--- src/rtl/pb_gesture_pkg.sv ---
// Shared types and default thresholds for the push-button gesture decoder.
// Top level and bench both pull their defaults from here.
package pb_gesture_pkg;

    typedef enum logic [2:0] {
        IDLE,
        PRESS1,
        WAIT2,
        PRESS2,
        LONG_HELD
    } state_t;

    localparam int LONG_CYCLES_DEF   = 25_000_000;
    localparam int DCLICK_CYCLES_DEF = 6_000_000;
    localparam int REPEAT_CYCLES_DEF = 5_000_000;
    localparam int CNT_W_DEF         = 25;

endpackage

--- src/rtl/pb_gesture_decoder_timer.sv ---
// Saturating up-counter with clear/enable and a registered equal flag.
// The flag is computed from the next count, so it is aligned with the count it describes.
module gesture_timer #(
    parameter int CNT_W = 25
) (
    input  logic             clk,
    input  logic             rst_n,
    input  logic             i_clear,
    input  logic             i_enable,
    input  logic [CNT_W-1:0] i_thr,
    output logic             o_hit
);

    logic [CNT_W-1:0] r_count;
    logic [CNT_W-1:0] w_count_next;
    logic             r_hit;

    always_comb begin
        w_count_next = r_count;
        if (i_clear) begin
            w_count_next = '0;
        end else if (i_enable && (r_count != '1)) begin
            w_count_next = r_count + 1'b1;
        end
    end

    always_ff @(posedge clk or negedge rst_n) begin
        if (!rst_n) begin
            r_count <= '0;
            r_hit   <= 1'b0;
        end else begin
            r_count <= w_count_next;
            r_hit   <= (w_count_next == i_thr);
        end
    end

    assign o_hit = r_hit;

endmodule

--- src/rtl/pb_gesture_decoder.sv ---
// Classifies debounced button activity into short/double/long/repeat command pulses.
//
//   state     | meaning
//   ----------+-----------------------------------------------------------
//   IDLE      | no gesture in progress; held level without a press strobe is ignored
//   PRESS1    | first press held, timing towards the long-press threshold
//   WAIT2     | released after a short press, timing the double-click window
//   PRESS2    | second press held; release completes a double click
//   LONG_HELD | long press reached, emitting periodic repeat pulses
module pb_gesture_decoder
    import pb_gesture_pkg::*;
#(
    parameter int LONG_CYCLES   = LONG_CYCLES_DEF,
    parameter int DCLICK_CYCLES = DCLICK_CYCLES_DEF,
    parameter int REPEAT_CYCLES = REPEAT_CYCLES_DEF,
    parameter int CNT_W         = CNT_W_DEF
) (
    input  logic clk,
    input  logic rst_n,
    input  logic PB_state,
    input  logic PB_down,
    input  logic PB_up,
    output logic short_press,
    output logic double_click,
    output logic long_press,
    output logic repeat_pulse,
    output logic hold_active
);

    localparam logic [CNT_W-1:0] LONG_THR   = CNT_W'(LONG_CYCLES - 1);
    localparam logic [CNT_W-1:0] DCLICK_THR = CNT_W'(DCLICK_CYCLES - 1);
    localparam logic [CNT_W-1:0] REPEAT_THR = CNT_W'(REPEAT_CYCLES - 1);

    state_t           r_state;
    state_t           w_state_next;
    logic             w_dn;
    logic             w_up;
    logic             w_hit;
    logic             w_clear;
    logic             w_enable;
    logic [CNT_W-1:0] w_thr;
    logic             w_short;
    logic             w_double;
    logic             w_long;
    logic             w_repeat;
    logic             r_short;
    logic             r_double;
    logic             r_long;
    logic             r_repeat;
    logic             r_hold;

    // Coincident strobes are a protocol violation and cancel each other.
    assign w_dn = PB_down & ~PB_up;
    assign w_up = PB_up & ~PB_down;

    always_comb begin
        w_state_next = r_state;
        w_short      = 1'b0;
        w_double     = 1'b0;
        w_long       = 1'b0;
        w_repeat     = 1'b0;
        case (r_state)
            IDLE: begin
                if (w_dn) w_state_next = PRESS1;
            end
            PRESS1: begin
                if (w_up) begin
                    w_state_next = WAIT2;
                end else if (!PB_state) begin
                    w_state_next = IDLE;
                end else if (w_hit) begin
                    w_long       = 1'b1;
                    w_state_next = LONG_HELD;
                end
            end
            WAIT2: begin
                if (w_dn) begin
                    w_state_next = PRESS2;
                end else if (w_hit) begin
                    w_short      = 1'b1;
                    w_state_next = IDLE;
                end
            end
            PRESS2: begin
                if (w_up) begin
                    w_double     = 1'b1;
                    w_state_next = IDLE;
                end else if (!PB_state) begin
                    w_state_next = IDLE;
                end else if (w_hit) begin
                    w_long       = 1'b1;
                    w_state_next = LONG_HELD;
                end
            end
            LONG_HELD: begin
                if (w_up || !PB_state) begin
                    w_state_next = IDLE;
                end else if (w_hit) begin
                    w_repeat = 1'b1;
                end
            end
            default: w_state_next = IDLE;
        endcase
    end

    // Threshold follows the state the timer will be counting in next cycle.
    always_comb begin
        w_thr = '1;
        case (w_state_next)
            PRESS1, PRESS2: w_thr = LONG_THR;
            WAIT2:          w_thr = DCLICK_THR;
            LONG_HELD:      w_thr = REPEAT_THR;
            default:        w_thr = '1;
        endcase
    end

    assign w_clear  = (w_state_next != r_state) || w_repeat || (w_state_next == IDLE);
    assign w_enable = (w_state_next != IDLE);

    gesture_timer #(
        .CNT_W (CNT_W)
    ) u_timer (
        .clk      (clk),
        .rst_n    (rst_n),
        .i_clear  (w_clear),
        .i_enable (w_enable),
        .i_thr    (w_thr),
        .o_hit    (w_hit)
    );

    always_ff @(posedge clk or negedge rst_n) begin
        if (!rst_n) begin
            r_state  <= IDLE;
            r_short  <= 1'b0;
            r_double <= 1'b0;
            r_long   <= 1'b0;
            r_repeat <= 1'b0;
            r_hold   <= 1'b0;
        end else begin
            r_state  <= w_state_next;
            r_short  <= w_short;
            r_double <= w_double;
            r_long   <= w_long;
            r_repeat <= w_repeat;
            r_hold   <= (w_state_next == LONG_HELD);
        end
    end

    assign short_press  = r_short;
    assign double_click = r_double;
    assign long_press   = r_long;
    assign repeat_pulse = r_repeat;
    assign hold_active  = r_hold;

endmodule

--- config.mk ---
export PLATFORM = sky130hd
export DESIGN_NAME = pb_gesture_decoder
export DESIGN_NICKNAME = d
export VERILOG_FILES = /design/src/rtl/pb_gesture_pkg.sv /design/src/rtl/pb_gesture_decoder_timer.sv /design/src/rtl/pb_gesture_decoder.sv
export SDC_FILE = /design/constraint.sdc
export NUM_CORES = 1
export LEC_CHECK = 0
export CAP_MARGIN = 20
export CORE_UTILIZATION = 40
export CTS_CLUSTER_DIAMETER = 30
export DETAILED_ROUTE_END_ITERATION = 6
export GPL_ROUTABILITY_DRIVEN = 0
export PLACE_DENSITY = 0.62
export SETUP_SLACK_MARGIN = 0.5
export SLEW_MARGIN = 20
export SYNTH_ARGS = -nofsm -noshare
export SYNTH_HDL_FRONTEND = slang
export SYNTH_SLANG_ARGS = --single-unit
--- constraint.sdc ---
create_clock -name clk -period 2.8 [get_ports clk]
set_input_delay 0.56 -clock clk [delete_from_list [all_inputs] [get_ports clk]]
set_output_delay 0.56 -clock clk [all_outputs]
set_load 0.05 [all_outputs]
### Word-level counts from Yosys, hierarchy flattened

Cells that the tools add are included.

* register bits: 34
* input port bits: 5
* word-level logic and storage cells: 56

* add/subtract/negate cells: 1
* eq/ne operators: 11
* multiplexer cells: 22
* bitwise gates (word level): 4
* reductions and logical operators: 10

Operators with widths (count)
* $pmux W25 S3: 1
* $mux W25: 2
* $add A25 B1 Y25 const B: 1
* $eq A25 B25 Y1: 1
* $ne A25 B25 Y1 const B: 1
* $mux W3: 8
* $pmux W3 S5: 1
* $eq A3 B2 Y1 const B: 4
* $mux W1: 10
* $eq A3 B1 Y1 const B: 2
* $eq A3 B3 Y1 const B: 2
* $logic_not A3 Y1: 2
* $reduce_or A2 Y1: 2
* $logic_or A1 B1 Y1: 3
* $ne A3 B3 Y1: 1
* $reduce_bool A3 Y1: 1
* $and A1 B1 Y1: 2
* $not A1 Y1: 2
* $logic_and A1 B1 Y1: 1
* $logic_not A1 Y1: 1

### Logic depth before layout (Yosys ltp)

Gate-level depths: netlist (run 1).

* depth after elaboration: 10
* mapped depth: 12

### Cells and area by module

Synthesis (run 1) repeated with hierarchy kept, for this count alone.

* cell total of the unflattened synthesis: 299
* area total of the unflattened synthesis: 2621.3 µm²

By module, submodules not included
* gesture_timer: instances 1, cells an instance 246, area an instance 2100.8 µm², sequential area each 650.6 µm²
* pb_gesture_decoder: instances 1, cells an instance 53, area an instance 520.5 µm², sequential area each 200.2 µm²

### Least setup slack after synthesis (run 1)

No wires, ideal clock.

* path type: input to register
* from: input port PB_down
* to: register u_timer.r_hit, in the netlist u_timer.o_hit
* data arrival time: 2771 ps
* slack: -67 ps
* stages on the path: 10
* buffers on the path: 1
* path through: or2b_1 nand2b_1 o21a_1 buf_6 a211oi_2 xnor2_1 nor2_1 a22o_1 or4_4 nor4_2

* longest elaborated chain between the ends: 10
* elaborated cells between the ends (all ways): 27

Ends and longest elaborated chain
* from (decl): RTL line pb_gesture_decoder.sv:21 `input logic PB_down,`
* $not A1 Y1: RTL line pb_gesture_decoder.sv:54 `assign w_up = PB_up & ~PB_down;`
* $and A1 B1 Y1: RTL line pb_gesture_decoder.sv:54
* $logic_or A1 B1 Y1: RTL line pb_gesture_decoder.sv:96 `if (w_up || !PB_state) begin`
* $mux W3: RTL line pb_gesture_decoder.sv:96
* $pmux W3 S5: RTL line pb_gesture_decoder.sv:62 `case (r_state)`
* $reduce_bool A3 Y1 or $ne A3 B3 Y1 (tied branches): RTL line pb_gesture_decoder.sv:118, pb_gesture_decoder.sv:117
* $logic_and A1 B1 Y1 or $logic_or A1 B1 Y1 (tied branches): RTL line pb_gesture_decoder_timer.sv:22, pb_gesture_decoder.sv:117
* $mux W25 or $logic_or A1 B1 Y1 (tied branches): RTL line pb_gesture_decoder_timer.sv:22, pb_gesture_decoder.sv:117
* $mux W25 (*): RTL line pb_gesture_decoder_timer.sv:20 `if (i_clear) begin`
* net u_timer.w_count_next[12]: RTL line pb_gesture_decoder_timer.sv:15 `logic [CNT_W-1:0] w_count_next;`
* $eq A25 B25 Y1 (*): RTL line pb_gesture_decoder_timer.sv:33 `r_hit <= (w_count_next == i_thr);`
* to (signal assigned): RTL line pb_gesture_decoder_timer.sv:33
* to (decl): RTL line pb_gesture_decoder_timer.sv:16 `logic r_hit;`

The timed path passes the listed nets; every way through them passes the cells marked *.

### Final worst setup path (run 1)

* from: input port PB_down
* to: register u_timer.r_hit, in the netlist u_timer.o_hit

* longest elaborated chain between the ends: 10
* elaborated cells between the ends (all ways): 27

Ends and longest elaborated chain
* $not A1 Y1: RTL line pb_gesture_decoder.sv:54
* $and A1 B1 Y1: RTL line pb_gesture_decoder.sv:54
* $logic_or A1 B1 Y1: RTL line pb_gesture_decoder.sv:96
* $mux W3: RTL line pb_gesture_decoder.sv:96
* $pmux W3 S5 (*): RTL line pb_gesture_decoder.sv:62
* net w_state_next[1]: RTL line pb_gesture_decoder.sv:35 `state_t w_state_next;`
* $reduce_bool A3 Y1 or $ne A3 B3 Y1 (tied branches): RTL line pb_gesture_decoder.sv:118, pb_gesture_decoder.sv:117
* $logic_and A1 B1 Y1 or $logic_or A1 B1 Y1 (tied branches): RTL line pb_gesture_decoder_timer.sv:22, pb_gesture_decoder.sv:117
* $mux W25 or $logic_or A1 B1 Y1 (tied branches): RTL line pb_gesture_decoder_timer.sv:22, pb_gesture_decoder.sv:117
* $mux W25 (*): RTL line pb_gesture_decoder_timer.sv:20
* net u_timer.w_count_next[21]: RTL line pb_gesture_decoder_timer.sv:15
* $eq A25 B25 Y1 (*): RTL line pb_gesture_decoder_timer.sv:33

Marked as above.

==> results of run 1 <==
-- cells in the mapped netlist, drive strengths merged, types with 2 or more instances --
cell | number | area share (%)
nor3b | 2 | 0.88
xnor2 | 18 | 6.9
and4 | 5 | 1.9
dfrtp | 34 | 37
clkbuf | 3 | 0.49
buf | 10 | 3.6
a21oi | 11 | 2.9
nor2b | 5 | 1.4
nand2b | 5 | 1.4
mux2i | 3 | 1.3
nor2 | 40 | 7.0
nor3 | 7 | 1.8
o21ai | 7 | 1.7
nand3 | 15 | 3.3
nand2 | 21 | 3.5
and2 | 3 | 0.93
nand4 | 9 | 2.5
nor4 | 3 | 1.8
xor2 | 10 | 3.8
and3 | 4 | 1.1
inv | 6 | 1.1
a211oi | 9 | 4.6
or4 | 2 | 0.82
-- where the power goes --
part / total, uW / internal [uW] / switching (uW) / leakage, uW
clock: 382 / 198 / 184 / 0.0000482
sequential: 536 / 510 / 26.1 / 0.000467
combinational: 575 / 286 / 289 / 0.000998
total: 1490 / 994 / 499 / 0.00151
-- per-stage QoR --
stage | setup TNS (ns) | power (uW) | cell area [um2] | cells | util (%)
global route | -0.189 | 1560 | 3390 | 421 | 61.6
detailed placement | -0.908 | 1000 | 2950 | 391 | 53.5
finish | -0.0509 | 1490 | 3390 | 421 | 61.6
global placement | -0.742 | 998 | 2950 | 391 | 53.5
CTS | -0.0266 | 1490 | 3230 | 409 | 58.7
floorplan | 0 | 816 | 2300 | 250 | -
-- area by class of cell --
type / count / area, um2 / area share [%]
clock buffer: 7 / 86.3 / 2.55
clock inverter: 1 / 5.00 / 0.148
inverter: 6 / 25.0 / 0.738
multi-input combinational: 197 / 1470 / 43.2
sequential: 34 / 853 / 25.2
tap: 72 / 90.1 / 2.66
timing repair buffer: 104 / 865 / 25.5
-- flip-flops by register name, indices dropped and copies added, names as in the netlist --
name,count
short_press,1
hold_active,1
long_press,1
double_click,1
u_timer.o_hit,1
u_timer.r_count,25
repeat_pulse,1
r_state,3
-- cells by family (layout without fill, tap and decap cells) --
family	after synthesis	count (layout)	synth area share, %
xor gates and xnor gates	29	29	11.8
adders and majority gates	1	1	0.549
muxes	3	3	1.32
and+or+nand+nor	125	125	29.8
DFF	34	34	37.3
AOI/OAI and AO/OA	39	39	14.0
buffers and inverters	19	118	5.16
-- routing by layer --
metal,routed length (um),global-route usage [%],part of all wire (%),up-vias
met4,183,10.6,2.8,0
met2,3150,34.7,48,43
met5,0,0,0,-
li1,-,-,-,1079
met3,303,4.12,4.7,14
met1,2880,28.7,44,1035
-- worst register-to-register path, stage by stage, from the launching register on --
cell and delay (ns):
sky130_fd_sc_hd__dfrtp_2 0.46, sky130_fd_sc_hd__nand2b_4 0.17, sky130_fd_sc_hd__nor3_2 0.28, sky130_fd_sc_hd__a211oi_4 0.10
sky130_fd_sc_hd__buf_6 0.14, sky130_fd_sc_hd__buf_16 0.13, sky130_fd_sc_hd__a2111oi_4 0.35, sky130_fd_sc_hd__xnor2_1 0.19
sky130_fd_sc_hd__buf_4 0.15, sky130_fd_sc_hd__buf_4 0.10, sky130_fd_sc_hd__nor2_2 0.03, sky130_fd_sc_hd__a32oi_1 0.22
sky130_fd_sc_hd__nand3_1 0.17, sky130_fd_sc_hd__nor4_4 0.27
-- worst max path at each step --
stage / from / depth (start not counted) / slack, ns / to
after CTS: u_timer.r_count[0]$_DFF_PN0_ / 11 / -0.03 / u_timer.o_hit$_DFF_PN0_
after detailed placement: PB_down / 10 / -0.66 / u_timer.o_hit$_DFF_PN0_
after global placement: PB_up / 11 / -0.59 / u_timer.o_hit$_DFF_PN0_
final: PB_down / 14 / -0.05 / u_timer.o_hit$_DFF_PN0_
after global routing: PB_down / 14 / -0.19 / u_timer.o_hit$_DFF_PN0_
after floorplan: PB_down / 10 / 0.009 / u_timer.o_hit$_DFF_PN0_
-- timing repair --
| item | 4_1_cts | 5_1_grt |
|---|---|---|
| hold endpoints to repair | 0 | 0 |
| setup endpoints to repair | 19 | 6 |
| cloned | 1 | 0 |
| hold buffers | 0 | 0 |
| pin swaps | 17 | 21 |
| gates resized for setup | 28 | 14 |
| buffers inserted | 9 | 12 |
==> results.md, run 1 <==
- The run finished, with violations left.
- The checks that failed: setup timing.
- In the layout the commonest cells are sky130_fd_sc_hd__buf_4, sky130_fd_sc_hd__nor2_1, sky130_fd_sc_hd__dfrtp_1.
- TritonCTS built the clock tree.
- The share of cells above drive strength 1 is between 40 and 50%.
- The average footprint of a synthesized cell is 9.11 um2.
- The global-route wire length before repair is around 10 mm.
- The total via count in the routed design is roughly 2200.
- The number of iterations in the first detailed-routing pass is 4.
- The worst flop-to-flop path startpoint is r_state[2]$_DFF_PN0_.
- At the pin with the least slew margin, the transition time is ~0.76 ns.
- On the final layout, the worst clock skew is between 0.006 and 0.007 ns.
- The final number of max-transition violations is 0.
- The number of buffers between clock root and the deepest sink is 2.
- The startpoint type of the worst setup path is a primary input.
- Pin placement for this block handled 10 I/O pins.
- In the synthesized netlist the async set-or-reset flop fraction comes to 100%.
- The CTS buffer count is 5.
- The total nets after synthesis is about 260.
- The vertical die dimension is around 77 um.
- The register clock-pin slew on the reported worst setup and hold paths is approximately 0.070 ns.
- The synthesized design contains 34 register bits.
- The critical path goes through clkdlybuf4s15_2 > or2b_1 > nand2_2 > a211oi_4 > buf_12 > inv_4 > o21ai_2 > buf_6 > buf_4 > buf_4 > nor2_1 > a32oi_1 > nand3_1 > nor4_4.
- After detailed routing, the total wire length is ~6.5 mm.
- Together, buffers and inverters on the worst path number 6.
- The count of antenna diodes in the layout is 0.
- The worst path in the final design needs a cycle of about 2.9 ns, including I/O delays and setup.
- The number of antenna violations at the first check in global routing is 0.
- The setup path with the least slack is of type primary input to register.
- The core region is around 5500 um2.
- The worst path uses 102% of the clock period.
- After synthesis the cells add up to roughly 2300 um2.
- The worst hold path belongs to the class primary input to asynchronous set/reset pin.
- For this run the aggregate overflow at the end of global routing stands at 0.
- The worst pin sits at a relative slew slack of between 40% and 50%.
- The final hold violation count is 0.
- The setup slack of the most critical reg-to-reg path is -0.03 ns.
- Prior to clock tree synthesis, the placed netlist has a worst setup slack of -0.657 ns.
- The CTS H-tree depth is 2.
- The area added between synthesis and finish is 48.8%.
- The leakage power summed over all cells is roughly 0.0015 uW.
- The standard cell with the maximum stage delay on the critical path is sky130_fd_sc_hd__a211oi_4.
- CTS placed an instance of sky130_fd_sc_hd__clkbuf_8 at the clock tree root.
- The clock reaches the later pin of the worst-skew pair after between 0.2 and 0.3 ns.
- The worst hold slack after final layout is roughly 0.34 ns.
- The number of DRC markers after the initial detailed-route iteration is between 80 and 90.
- For the worst setup path, the data required time is 3.00 ns.
- The most common library cell in the layout ignoring fill and taps is sky130_fd_sc_hd__buf_4.
- The initial core utilization is between 40% and 50%.
- The cell that appears most often on the critical path is sky130_fd_sc_hd__buf_4.
- The total of fill cells in the finished design is around 460.
- IR analysis of the VDD net gives a maximum drop of 0.000306 V.
- During placement, the flow inserted port buffers numbering 9.
- The number of global-route vias before repair was approximately 2100.
- The via-per-instance ratio is ~5.2.
- Synthesis instantiated 59 different standard cells from the library.
- Along the worst path, the maximum fanout reaches 15.
- The depth of the most critical reg-to-reg path is 13.
- In the final routed layout, each cell accounts on average for 15.5 um.
- The total half-perimeter wirelength after legalization and detailed placement is 4.36 mm.
- The power density over the cells is between 400 and 500 nW/um2.
- The remaining routing DRC violations is 0.
- Setup repair after global routing could not meet its margin everywhere.
- The die covers approximately 6000 um2.
- The total global-route track usage is between 20% and 30%.
- The delay of the slowest cell on the worst path is roughly 0.33 ns.
- Setup violations remaining at the end of the flow were counted as 1.
- After the last flow step, the layout net total stands at between 300 and 400.
- In this run the remaining antenna-violating nets after routing total 0.
- The Yosys warning count is 0.
- Measured along the x axis, the die boundary spans roughly 77 um.
- Data arrives at the worst endpoint at 3.05 ns.
- The cell count after synthesis is 250.
- The category of cells accounting for the largest share of critical-path delay is buffers and inverters.
- Summing the sequential cell areas from Yosys gives a little under two fifths of the chip area.
- The worst setup path is captured at a register.
- The clock sink count is 34.
- Among all flip-flop cells after synthesis, the most frequent one is sky130_fd_sc_hd__dfrtp_1.
- The tool flagged a number of max-cap violations equal to 0.
- Based on the critical path, the design can be clocked at up to 351 MHz.
- The critical register-to-register path endpoint is u_timer.o_hit$_DFF_PN0_.
- The number of flops mapped to enable cells by yosys is 0.
- Entering global routing, the biggest net connects 35 pins.
- The cell row count is 27.
- Once routing completed, OpenROAD measured the worst setup slack at -0.0509 ns.
(Power assumes the default switching activity.)
==> inputs of run 2 (changes only) <==
--- a/config.mk
+++ b/config.mk
@@ -6,13 +6,13 @@
 export NUM_CORES = 1
 export LEC_CHECK = 0
 export CAP_MARGIN = 20
-export CORE_UTILIZATION = 40
+export CORE_UTILIZATION = 46
 export CTS_CLUSTER_DIAMETER = 30
 export DETAILED_ROUTE_END_ITERATION = 6
 export GPL_ROUTABILITY_DRIVEN = 0
-export PLACE_DENSITY = 0.62
+export PLACE_DENSITY = 0.69
 export SETUP_SLACK_MARGIN = 0.5
-export SLEW_MARGIN = 20
+export SLEW_MARGIN = 10
 export SYNTH_ARGS = -nofsm -noshare
 export SYNTH_HDL_FRONTEND = slang
 export SYNTH_SLANG_ARGS = --single-unit
==> constraint.sdc (replaced) <==
create_clock -name clk -period 2.5 [get_ports clk]
set_input_delay 0.5 -clock clk [delete_from_list [all_inputs] [get_ports clk]]
set_output_delay 0.5 -clock clk [all_outputs]
set_load 0.05 [all_outputs]
==> run 2 against run 1 <==
Net effect:
- wire length rose by 18%
- non-clock buffer count rose by 9
- clock skew rose by 0.0034 ns
- the flow still finishes with violations (setup timing)
- first-iteration DRC count rose by 89%
- hold slack got worse by 0.077 ns
- core utilization rose by 14 points
- critical endpoint unchanged
- critical path type is now register to register
- flip-flop and latch count did not move
- global-route usage rose by 5.4 points
- setup slack got worse by 0.48 ns
- sequential share of layout area fell by 1.4 points
==> results.md, run 2 (synthesis gave the netlist of run 1 again) <==
- The worst slack after detailed placement is -0.957 ns.
- Dividing the detail-routed wire length by the instance count gives ~18 um.
- In the routed design, unresolved DRC markers number 0.
- The most common library cell in the layout ignoring fill and taps is sky130_fd_sc_hd__buf_4.
- The CTS buffer count is 5.
- The top routing layer in use is met4.
- The initial utilization of the core area, before any placement, comes to between 40% and 50%.
- In this run, the combinational gates consume between 40 and 50% of the power.
- Counting tap cells, the placed design contains a total of ~390 instances.
- The clock latency reported for the late side of the worst-skew pair is 0.30 ns.
- The total half-perimeter wirelength after legalization and detailed placement is 4.42 mm.
- The internal power contribution is approximately 1200 uW.
- For this design the static power due to leakage is 0.00159 uW.
- For this design the ratio of total power to cell area is approximately 500 nW/um2.
- The final reports fail on setup timing.
- The total power is 1790 uW.
- The worst-case IR drop observed on VDD is approximately 0.00032 V.
- The number of antenna violations at the first check in global routing is 0.
- Data on the critical path arrives at its endpoint at between 3 and 4 ns.
- The cell row count is 25.
- Traced cell by cell, the critical path runs through buf_4 > nand3_1 > nor4_4 > buf_4 > nand2_1 > a211oi_1 > xnor2_1 > a22o_1 > or4_4 > nor4_4.
- The switching part of the total power is around 36%.
- The first global-routing pass estimated roughly 11 mm of wire.
- The clock tree from TritonCTS is done.
- On the final layout, the worst clock skew is a little over 0.01 ns.
- The routed metal-1 wire length is 2.98 mm.
- The H-tree was split into 2 levels.
- 0 antenna diodes ended up in the layout.
- Setup total negative slack on the finished layout was measured at -0.527 ns.
- For the worst setup path, the data required time is about 2.7 ns.
- Entering global routing, the biggest net connects 35 pins.
- The number of top-level pins is 10.
- The critical path starts at u_timer.r_count[6]$_DFF_PN0_.
- The max-slew headroom at the worst pin is 49.3%.
- The startpoint identified for the worst register-to-register timing path is u_timer.r_count[6]$_DFF_PN0_.
- The post-layout minimum cycle time is between 3 and 4 ns.
- CTS saw 34 sinks.
- The run finished, with violations left.
- The path type of the worst min-delay path is primary input to asynchronous set/reset pin.
- The core region is ~4800 um2.
- The final number of max-transition violations is 0.
- The largest single stage delay on the critical path is about 0.56 ns.
- Per report_power, the clock group accounts for roughly a quarter of the total.
- The number of global-route vias before repair was ~2300.
- Of the total power, registers draw around a third.
- Setup violations remaining at the end of the flow were counted as 1.
- The root buffer cell chosen for the clock tree is sky130_fd_sc_hd__clkbuf_8.
- The die covers roughly 5200 um2.
- Of the cells placed in the final design, the portion with a size suffix greater than 1 is 48.9%.
- The total net switching power is 636 uW.
- For the pin with the worst max-slew slack, the measured transition is 0.760 ns.
- Setup repair after global routing could not meet its margin everywhere.
- The path type of the worst setup path is register to register.
- The die is around 72 um wide.
- The count of buffers added on input and output ports is 9.
- No sink is reached through more buffers than the 2 on the longest clock path.
- The timing-limited maximum frequency is between 300 and 400 MHz.
- After detailed routing, the total wire length is approximately 7.7 mm.
- The slowest stage of the critical path is the sky130_fd_sc_hd__or4_4 cell.
- STA classifies the critical path endpoint as a register.
- The top cell types in the final layout, fill and taps aside, are sky130_fd_sc_hd__buf_4, sky130_fd_sc_hd__nor2_1, sky130_fd_sc_hd__dfrtp_1.
- The placed instances occupy a cell area of about 3000 um2.
- The final hold violation count is 0.
- Using the TritonRoute via totals, the vias-per-cell ratio works out to between 5 and 6.
- The count of nets left with antenna violations after detail routing is 0.
- After detailed routing, the met3 layer carries about 430 um of wire.
- Measured along the y axis, the die boundary spans between 70 and 80 um.
- The finished cells cover around 3600 um2.
- The worst setup slack after layout is -0.527 ns.
- The total number of nets in the final design is 363.
- The register with the most flip-flops in the layout has 25 of them.
- The startpoint type of the worst setup path is a register.
- The final critical-path share of the clock period is 121%.
- The highest net fanout along the worst path is 4.
- The count of placed standard cells in the final layout, fillers left out is roughly 430.
- The area growth from synthesis to layout is 57.4%.
- The first detailed-routing pass took 5 iterations.
- Buffers inserted to repair hold after CTS numbered 0.
- The total global-route track usage is 27.3%.
- For this block, the via count after detailed routing is between 2000 and 2500.
- The register with the most flip-flops in the final layout is u_timer.r_count.
- After clock tree synthesis, the clock-pin slew on the worst setup and hold paths is roughly 0.080 ns.
- The global route total overflow is 0.
- The met2 routed wirelength is about 3.7 mm.
- In the final layout, the registers with the most flip-flops are u_timer.r_count x25, r_state x3.
- The max capacitance violation total is 0.
- For this block, the initial DRC count from the detailed router was about 160.
==> run 2: worst paths after layout <==
kind	end	slack [ns]	depth (start not counted)
setup / recovery	u_timer.o_hit$_DFF_PN0_	-0.53	10
hold / removal	long_press$_DFF_PN0_	0.26	1
setup reg to reg	u_timer.o_hit$_DFF_PN0_	-0.53	10
hold reg to reg	u_timer.r_count[24]$_DFF_PN0_	0.61	2
max in group asynchronous	r_state[0]$_DFF_PN0_	1.70	1
min in group clk	u_timer.r_count[24]$_DFF_PN0_	0.61	2
==> run 2: critical path, delay by kind of cell (launching register included) <==
family	cells	cell delay [ns]
AOI/OAI and AO/OA	2	0.56
xor gates and xnor gates	1	0.14
buffers and inverters	2	0.34
DFF	1	0.45
and+or+nand+nor	5	1.45
==> run 2: what timing repair did <==
action                                  4_1_cts  5_1_grt
buffers inserted                              4       19
pin swaps                                     7       31
endpoints found under the hold margin         0        0
gates cloned                                  1        0
endpoints found under the setup margin       26       26
gates resized for setup                      24       50
==> run 2: per-stage QoR <==
step	util (%)	hold slack (ns)
after CTS	68.3	0.290
after global routing	75.4	0.332
after global placement	63.0	0.558
final	75.4	0.258
after detailed placement	63.0	0.559
after floorplan	-	0.204
==> run 2: area by class of cell <==
class	instances	area [um2]
Sequential cell	34	853
Multi-Input combinational cell	197	1590
Tap cell	67	83.8
Clock inverter	2	12.5
Inverter	6	25.0
Clock buffer	6	82.6
Timing Repair Buffer	113	938
Fill cell	312	1170
==> run 2: per-layer routing <==
| layer | vias up | GRT usage [%] |
|---|---|---|
| li1 | 1088 | - |
| met1 | 1167 | 33.5 |
| met2 | 127 | 45.2 |
| met3 | 56 | 5.42 |
| met4 | 0 | 14.8 |
| met5 | - | 0 |
==> run 2: power groups by stage <==
stage | clock, uW | sequential (uW) | combinational (uW)
CTS | 452 | 598 | 573
global route | 478 | 605 | 779
global placement | 0 | 606 | 521
finish | 448 | 604 | 737
floorplan | 0 | 606 | 319
detailed placement | 0 | 607 | 521
==> inputs of run 3 (changes only) <==
--- a/config.mk
+++ b/config.mk
@@ -10,7 +10,7 @@
 export CTS_CLUSTER_DIAMETER = 30
 export DETAILED_ROUTE_END_ITERATION = 6
 export GPL_ROUTABILITY_DRIVEN = 0
-export PLACE_DENSITY = 0.69
+export PLACE_DENSITY = 0.66
 export SETUP_SLACK_MARGIN = 0.5
 export SLEW_MARGIN = 10
 export SYNTH_ARGS = -nofsm -noshare
==> run 3 against run 2 <==
Net effect:
- hold slack better by 0.023 ns
- the run still ends with setup timing left
- global-route usage down 0.91 points
- core utilization is 1.3 points higher
- final cell count grew 2.6%
- clock skew up 0.0015 ns
- power fell by 1.8%
- clock power is 12% lower
- design area up 1.7%
- register-to-register slack better by 0.16 ns
- setup slack improved by 0.16 ns
==> results.md, run 3 (synthesis gave the netlist of run 1 again) <==
- The flow ran to the end, but the final reports show violations.
- The checks that failed: setup timing.
- The total global-route track usage is 26.4%.
- The clock net in this run drives a total of 34 sinks.
- The total number of nets in the final design is between 300 and 400.
- The worst-case IR drop observed on VDD is between 0.0003 and 0.0004 V.
- The number of antenna violations at the first check in global routing is 0.
- The total half-perimeter wirelength after legalization and detailed placement is roughly 4.6 mm.
- The largest registers in the layout are u_timer.r_count x25, r_state x3.
- The horizontal die dimension is between 70 and 80 um.
- Using the TritonRoute via totals, the vias-per-cell ratio works out to between 5 and 6.
- The number of hold buffers added after CTS is 0.
- The number of top-level pins is 10.
- In this run the tightest slew margin relative to its limit is a little under half.
- The library cell used most frequently in the layout, excluding fill and tap cells, is sky130_fd_sc_hd__buf_4.
- The repair_antennas step left the layout with diodes totalling 0.
- The number of iterations in the first detailed-routing pass is 4.
- The vertical die dimension is around 72 um.
- For this run the aggregate overflow at the end of global routing stands at 0.
- The register with the most flip-flops in the layout has 25 of them.
- The count of placed standard cells in the final layout, fillers left out is around 440.
- The critical path ends at u_timer.o_hit$_DFF_PN0_.
- The remaining routing DRC violations is 0.
- The post-layout minimum cycle time is between 2 and 3 ns.
- The cell row count is 25.
- The required time at the worst-slack endpoint is 2.71 ns.
- At the worst endpoint, the arrival time is 3.08 ns.
- The worst setup path is captured at a register.
- In this run the critical register-to-register path is launched from r_state[0]$_DFF_PN0_.
- The final number of max-transition violations is 0.
- The first routing iteration left 136 violations.
- The register with the most flip-flops is u_timer.r_count.
- The top cell types in the final layout, fill and taps aside, are sky130_fd_sc_hd__buf_4, sky130_fd_sc_hd__nor2_1, sky130_fd_sc_hd__dfrtp_1.
- The share of cells above drive strength 1 is roughly 50%.
- Per report_power, the clock group accounts for between 20% and 30% of the total.
- The power density over the cells is about 480 nW/um2.
- The worst-margin pin slew is 0.791 ns.
- Clock-pin slew was measured on the worst setup and hold paths at roughly 0.07 ns.
- The critical path in this run is classified as register to register.
- The standard cell core area is roughly 4800 um2.
- The maximum clock skew at final layout is around 0.012 ns.
- Once the floorplan was initialized, standard cells occupied ~48% of the core.
- Across all hold checks on the routed design, the worst slack comes to 0.281 ns.
- The path type of the worst min-delay path is primary input to asynchronous set/reset pin.
- In this run the deepest clock path goes through 2 buffers.
- Buffers placed on the I/O ports in this run total 9.
- Timing would allow up to roughly 350 MHz.
- Combinational logic burns 43.5% of the power.
- The internal power contribution is around 1200 uW.
- The power share of the sequential group is 34.1%.
- Of the total power, the share spent switching nets is 34.5%.
- The worst setup slack after layout is -0.369 ns.
- Along the worst path, the maximum fanout reaches 5.
- The depth of the most critical reg-to-reg path is 12.
- CTS built an H-tree with a depth of 2.
- The final critical-path share of the clock period is 115%.
- The CTS buffer count is 5.
- The wire length reported by the detailed router is ~7.5 mm.
- Setup repair after global routing could not meet its margin everywhere.
- The global-route wire length before repair is around 10 mm.
- The clock latency reported for the late side of the worst-skew pair is around 0.30 ns.
- The number of global-route vias before repair is about 2200.
- The total power is 1760 uW.
- In this run the critical register-to-register path is captured at u_timer.o_hit$_DFF_PN0_.
- The clock tree from TritonCTS is done.
- The setup slack of the most critical reg-to-reg path is -0.37 ns.
- The number of cells after detailed placement is 401.
- The cell chosen for the clock root is sky130_fd_sc_hd__clkbuf_8.
- The final hold violation count came to 0.
- The max capacitance violation total is 0.
- The total via count in the routed design is 2415.
- The startpoint type of the worst setup path is a register.
- The area added between synthesis and finish is 60.1%.
- Once detail routing completed, the nets flagged for antenna violations numbered 0.
- Entering global routing, the biggest net connects 35 pins.
- In the final routed layout, each cell accounts on average for about 17 um.
- Adding up every negative setup slack in the final design gives -0.369 ns.
- Summed over all cells, the static leakage comes to ~0.0016 uW.
- The die covers 5240 um2.
- The total net switching power is between 600 and 700 uW.
- The worst setup path startpoint is r_state[0]$_DFF_PN0_.
- Setup violations remaining at the end of the flow were counted as 1.
## run 3: worst min-delay path by stage
stage / endpoint / cells past startpoint
finish: long_press$_DFF_PN0_ / 1
global route: long_press$_DFF_PN0_ / 1
floorplan: double_click$_DFF_PN0_ / 0
global placement: u_timer.r_count[24]$_DFF_PN0_ / 2
CTS: long_press$_DFF_PN0_ / 1
detailed placement: u_timer.r_count[24]$_DFF_PN0_ / 2
## run 3: power groups by stage
stage / clock [uW] / combinational, uW / sequential, uW
floorplan: 0 / 319 / 606
global placement: 0 / 543 / 604
detailed placement: 0 / 551 / 606
CTS: 398 / 617 / 596
global route: 418 / 806 / 602
finish: 393 / 765 / 599
## run 3: per-layer routing
metal | vias up | wire [um] | track usage (%)
li1 | 1115 | - | -
met4 | 0 | 235 | 11.1
met1 | 1197 | 3010 | 32.8
met3 | 20 | 431 | 5.28
met5 | - | 0 | 0
met2 | 83 | 3790 | 44.7
## run 3: cell type report
type                            instances  area (um2)
Multi-Input combinational cell        197        1560
Tap cell                               67        83.8
Timing Repair Buffer                  125        1050
Fill cell                             301        1110
Sequential cell                        34         853
Clock buffer                            7        76.3
Inverter                                6        25.0
## run 3: repair_timing
action | 4_1_cts | 5_1_grt
pin swaps | 21 | 36
setup endpoints to repair | 26 | 25
setup buffers | 14 | 14
resized for setup | 36 | 40
## run 3: metrics by stage
step / util, % / worst slack (ns) / area, um2
2_1_floorplan: - / -0.231 / 2310
3_3_place_gp: 64.2 / -0.866 / 3050
3_5_place_dp: 64.2 / -0.904 / 3050
4_1_cts: 70.8 / -0.353 / 3370
5_1_grt: 76.7 / -0.463 / 3650
6_report: 76.7 / -0.369 / 3650
## run 3: critical path: stages, from the launching register on
cell                       delay, ns
sky130_fd_sc_hd__dfrtp_2        0.44
sky130_fd_sc_hd__buf_12         0.12
sky130_fd_sc_hd__nor2_4         0.03
sky130_fd_sc_hd__and2_4         0.17
sky130_fd_sc_hd__a211oi_4       0.38
sky130_fd_sc_hd__buf_12         0.17
sky130_fd_sc_hd__a211oi_4       0.08
sky130_fd_sc_hd__buf_4          0.15
sky130_fd_sc_hd__a31o_4         0.21
sky130_fd_sc_hd__a211oi_2       0.22
sky130_fd_sc_hd__nand4b_1       0.13
sky130_fd_sc_hd__or4_4          0.43
sky130_fd_sc_hd__nor4_2         0.24
